**src/rtl/lcd_pkg.sv**
```systemverilog
`default_nettype none
// ============================================================================
// Module : lcd_pkg
// Brief  : Shared encodings and constants for the HD44780-style panel model.
// Rev    : 1.0
// ============================================================================
package lcd_pkg;

    localparam int NIB_W = 4;

    typedef enum logic [1:0] {
        ST_INIT8  = 2'd0,
        ST_NIB_HI = 2'd1,
        ST_NIB_LO = 2'd2
    } lcd_state_t;

    localparam logic [NIB_W-1:0] INIT_NIB_8 = 4'h3;
    localparam logic [NIB_W-1:0] INIT_NIB_4 = 4'h2;

    // Lower bound of each command class; a byte belongs to the highest bound it reaches.
    localparam logic [7:0] CMD_CLEAR   = 8'h01;
    localparam logic [7:0] CMD_HOME    = 8'h02;
    localparam logic [7:0] CMD_ENTRY   = 8'h04;
    localparam logic [7:0] CMD_DISPLAY = 8'h08;
    localparam logic [7:0] CMD_SHIFT   = 8'h10;
    localparam logic [7:0] CMD_FUNC    = 8'h20;
    localparam logic [7:0] CMD_CGRAM   = 8'h40;
    localparam logic [7:0] CMD_DDRAM   = 8'h80;

    localparam logic [7:0]   CHAR_SPACE = 8'h20;
    localparam logic [127:0] BLANK_LINE = {16{CHAR_SPACE}};

    localparam logic [6:0] LINE1_BASE = 7'h00;
    localparam logic [6:0] LINE2_BASE = 7'h40;
    localparam logic [6:0] LINE_LEN   = 7'd16;

    function automatic logic in_line(input logic [6:0] addr, input logic [6:0] base);
        logic [6:0] off;
        off = addr - base;
        return (off < LINE_LEN);
    endfunction

endpackage
`default_nettype wire

```
**src/rtl/lcd_edge_sync.sv**
```systemverilog
`default_nettype none
// ============================================================================
// Module : lcd_edge_sync
// Brief  : Synchronises lcd_e, flags its falling edge, delays rs/w/data to match.
// Rev    : 1.0
// ============================================================================
module lcd_edge_sync
    import lcd_pkg::*;
(
    input  wire logic             clk,
    input  wire logic             rst,
    input  wire logic             i_e,
    input  wire logic             i_rs,
    input  wire logic             i_w,
    input  wire logic [NIB_W-1:0] i_data,
    output logic                  o_fall,
    output logic                  o_rs,
    output logic                  o_w,
    output logic [NIB_W-1:0]      o_data
);

    logic             r_e_meta;
    logic             r_e_sync;
    logic             r_e_prev;
    logic             r_fall;
    logic [NIB_W+1:0] r_dly0;
    logic [NIB_W+1:0] r_dly1;
    logic [NIB_W+1:0] r_dly2;

    // Three-deep delay so the bus word leaves together with the registered edge pulse.
    always_ff @(posedge clk or posedge rst) begin
        if (rst) begin
            r_e_meta <= 1'b0;
            r_e_sync <= 1'b0;
            r_e_prev <= 1'b0;
            r_fall   <= 1'b0;
            r_dly0   <= '0;
            r_dly1   <= '0;
            r_dly2   <= '0;
        end else begin
            r_e_meta <= i_e;
            r_e_sync <= r_e_meta;
            r_e_prev <= r_e_sync;
            r_fall   <= r_e_prev & ~r_e_sync;
            r_dly0   <= {i_rs, i_w, i_data};
            r_dly1   <= r_dly0;
            r_dly2   <= r_dly1;
        end
    end

    assign o_fall = r_fall;
    assign o_rs   = r_dly2[NIB_W+1];
    assign o_w    = r_dly2[NIB_W];
    assign o_data = r_dly2[NIB_W-1:0];

endmodule
`default_nettype wire

```
**config.mk**
```make
export PLATFORM = sky130hd
export DESIGN_NAME = lcd_edge_sync
export DESIGN_NICKNAME = d
export VERILOG_FILES = /design/src/rtl/lcd_pkg.sv /design/src/rtl/lcd_edge_sync.sv
export SDC_FILE = /design/constraint.sdc
export NUM_CORES = 1
export LEC_CHECK = 0
export CELL_PAD_IN_SITES_DETAIL_PLACEMENT = 1
export CELL_PAD_IN_SITES_GLOBAL_PLACEMENT = 1
export CORE_MARGIN = 5
export CORE_UTILIZATION = 36
export CTS_CLUSTER_DIAMETER = 50
export DETAILED_ROUTE_END_ITERATION = 16
export PLACE_DENSITY = 0.8
export SLEW_MARGIN = 20
export SYNTH_ARGS = -nofsm -noshare
export SYNTH_HDL_FRONTEND = slang
export SYNTH_SLANG_ARGS = --single-unit
```
**constraint.sdc**
```tcl
create_clock -name clk -period 0.8 [get_ports clk]
set_input_delay 0.08 -clock clk [delete_from_list [all_inputs] [get_ports clk]]
set_output_delay 0.08 -clock clk [all_outputs]
set_load 0.02 [all_outputs]
```
# Word level (Yosys, flattened, before mapping)
# Index checks and enable logic that the tools add are counted.
totals:
  reg_bits: 22
  out_inout_bits: 7
  word_cells: 9
op_classes:
  bitwise: 2
op_table:
  columns: ["cell", "count"]
  rows:
  - ["1-bit AND", 1]
  - ["1-bit NOT", 1]

# Logic depth before layout (Yosys ltp)
logic_depth:
  ltp_word: 2
  depth_mapped: 1
  depth_no_buf: 1

# Least setup slack after synthesis
# Ideal clock, no wire load.
synth_timing:
  path_type: "register to register"
  from: "register r_e_prev"
  to: "register r_fall (netlist: o_fall)"
  setup_ps: 118
  arrival_time_ps: 445
  required_ps: 682
  slack_ps: 237
  stages_incl_launch_ff: 2
  n_path_buf: 0
  cell_sequence: "dfrtp_1 nor2b_4"
synth_via:
  elab_chain_cells: 1
synth_rtl:
  columns: ["element", "line", "text"]
  rows:
  - ["start: declaration", "lcd_edge_sync.sv:24", "logic r_e_prev;"]
  - ["start signal: assignment", "lcd_edge_sync.sv:43", "r_e_prev <= r_e_sync;"]
  - ["1-bit AND", "lcd_edge_sync.sv:44", "r_fall <= r_e_prev & ~r_e_sync;"]
  - ["end signal: assignment", "lcd_edge_sync.sv:44", null]
  - ["end: declaration", "lcd_edge_sync.sv:25", "logic r_fall;"]
# Every way passes these cells.

# Worst setup path after layout
layout_timing:
  from: "register r_dly2[4]"
  to: "output o_w"
layout_lines:
  columns: ["element", "line", "text"]
  rows:
  - ["start: declaration", "lcd_edge_sync.sv:28", "logic [NIB_W+1:0] r_dly2;"]
  - ["start signal: assignment", "lcd_edge_sync.sv:47", "r_dly2 <= r_dly1;"]
  - ["end: declaration", "lcd_edge_sync.sv:18", "output logic o_w,"]
# No word-level cell between the ends.

==> impl_metrics.ini <==
[setup_path]
end_kind = primary output
cp.required_ps = 720
path_buf_inv = 1
worstSetupStartpoint = r_dly2[4]$_DFF_PP0_
crit_chain = buf_6
cpMaxStageDelayCell = dfrtp_1
reg2reg_from = r_e_prev$_DFF_PP0_
max_stage_delay_ps = 400
critical_path_class = reg2out
critPathArrivalTime_ps = 820
cp_top_family = flip-flops
crit_fanout = 1
start_kind = flop

[routing]
drcViolationCount = 0
via_count = 253
wl_per_cell_um = 13.3
drt_pass1_iterations = 1
initialDrtViolationCount = 0
detail-route-antenna-nets = 0
via_per_inst = 4.22
drt-total-wl_um = 798

[global_routing]
grt_start_max_net_pins = 23
grtUsageTotal_pct = 8.96
grt_first_pass_wirelength_mm = 1.55
antenna_found_initial = 0
grt-ovfl-total = 0
grt_pass1_vias = 325

[die]
start_util_pct = 37.7
dieWidth_um = 49.7
coreArea_um2 = 1510
ioPinCount = 16
die_area_um2 = 2470
die_h_um = 49.7
rows = 14

[synth]
seq_area_frac_synth_pct = 96.9
yosys_warnings = 0
yosysTopAreaCell = dfrtp_1
yosys.area.top_type_share_pct = 96.9
ys.flop_type = dfrtp_1
postSynth.asyncResetShare_pct = 100
synth_compound_area_share_pct = 0
ys_types = 3
synth.area.mux_share_pct = 0
synth_area_leaders = dfrtp_1 97%, nor2b_4 2.4%, inv_1 0.66%
synth_xor_area_share_pct = 0
syn_avg_cell_area_um2 = 23.7
synth_top_family_by_area = simple AND/OR/NAND/NOR gates
syn_area_um2 = 568
ys_top_cells_by_count = 22 x dfrtp_1, 1 x inv_1, 1 x nor2b_4
netlist_instances = 24
synthSimpleGateAreaFrac_pct = 2.42
syn_nets = 33
yosysMostFrequentCell = dfrtp_1
ys_ff_latch = 22
synthAdderAreaFrac_pct = 0
synth_edf_count = 0

[outcome]
violations = negative setup slack
status = complete, but fails checks

[power_and_ir_drop]
swShare_pct = 18.0
power.total_mw = 2.14
power_frac_seq_pct = 55.5
p_int_mw = 1.75
clkPwrFrac_pct = 38.0
power_switching_mw = 0.384
p_leak_nw = 0.381
p_comb_share_pct = 6.5
irDropWorstVdd_uv = 1610
power_density_nw_per_um2 = 2610

[timing]
relSlewSlack_pct = 91.8
rsz0062_at_grt = yes
setup_ws_ps = -102
post-route-period-util_pct = 113
hold_viol = 0
max_slew.worst_pin.slew_ps = 123
finalClockSkew_ps = 1.07
fin_crit_ps = 902
fmaxAchievable_mhz = 1110
whs_ps = 92.8
setup_violations = 7
slew_violations = 0

[cts]
clock-sinks = 22
cts.clk_slew.worst_paths_ps = 110
cts_tree = done
cts_setup_buffers = 0
cts_buffer_depth = 2
clk_latency_ps = 290
cts_buffers = 3
htree_levels = 1
cts_root_buf = clkbuf_4

[run]
maxCapViolations = 0

[worst_hold_path]
hp-class = in2async

[placed_design]
port_buffers = 15
pre_cts_ws_ps = -195
gp_congestion = 0.589

[layout]
drive_gt1_share_pct = 29.5
synthToLayoutAreaGrowth_pct = 44.3
final_nets = 54
diodes = 0
per-layer routing:
layer,wire length (um),part of all wire [%],GRT usage [%],up-vias
met5,0,0,0,-
met4,28,3.5,9.17,0
met3,77,9.6,3.61,2
met2,413,52,12.5,13
met1,278,35,9.82,128
li1,-,-,-,110
cells by family after synthesis:
| family | after synthesis |
|---|---|
| flops | 22 |
| simple gates | 1 |
| buf+inv | 1 |
state kept, by name, summed over array words and instances (netlist names):
signal	flops
r_dly2	6
r_dly1	6
o_fall	1
r_e_meta	1
r_e_sync	1
r_dly0	6
r_e_prev	1
power by group through the flow:
stage	clock, mW	sequential [mW]	combinational (mW)
after floorplan	0	1.23	0.0209
after global placement	0	1.20	0.134
after detailed placement	0	1.21	0.138
after CTS	0.845	1.19	0.142
after global routing	0.915	1.20	0.150
final	0.813	1.19	0.138
layout by cell type, fill, tap and decap left out:
master / n
clkbuf_4: 3
bufinv_16: 1
buf_6: 7
buf_12: 1
nor2b_4: 1
clkdlybuf4s50_1: 8
dfrtp_1: 22
inv_1: 1
final cells by class:
| cell class | count | area, um^2 |
|---|---|---|
| Inverter | 1 | 3.75 |
| Clock inverter | 1 | 30.0 |
| Multi-Input combinational cell | 1 | 13.8 |
| Fill cell | 143 | 687 |
| Sequential cell | 22 | 551 |
| Tap cell | 16 | 20.0 |
| Timing Repair Buffer | 16 | 179 |
| Clock buffer | 3 | 22.5 |
final timing paths:
| check | to | slack [ps] | depth (start not counted) |
|---|---|---|---|
| hold reg to reg | r_dly2[3]$_DFF_PP0_ | 360 | 0 |
| setup / recovery | o_w | -100 | 1 |
| min in group clk | r_dly0[5]$_DFF_PP0_ | 210 | 1 |
| setup reg to reg | o_fall$_DFF_PP0_ | 200 | 1 |
| max in group asynchronous | r_e_sync$_DFF_PP0_ | 580 | 3 |
| hold / removal | r_e_prev$_DFF_PP0_ | 90 | 3 |
per-stage QoR:
step,util (%),setup TNS (ps),area (um^2),instances
2_1_floorplan,-,0,568,24
3_3_place_gp,50.3,-1220,758,56
3_5_place_dp,50.3,-1270,758,56
4_1_cts,54.4,-792,820,60
5_1_grt,54.4,-1080,820,60
6_report,54.4,-657,820,60
timing repair:
item,in CTS,in global routing
hold buffers,0,0
endpoints found under the hold margin,0,0
pin swaps,0,0
setup endpoints to repair,7,7
resized for setup,42,0
Note: power is estimated with default switching activity, not from simulation.
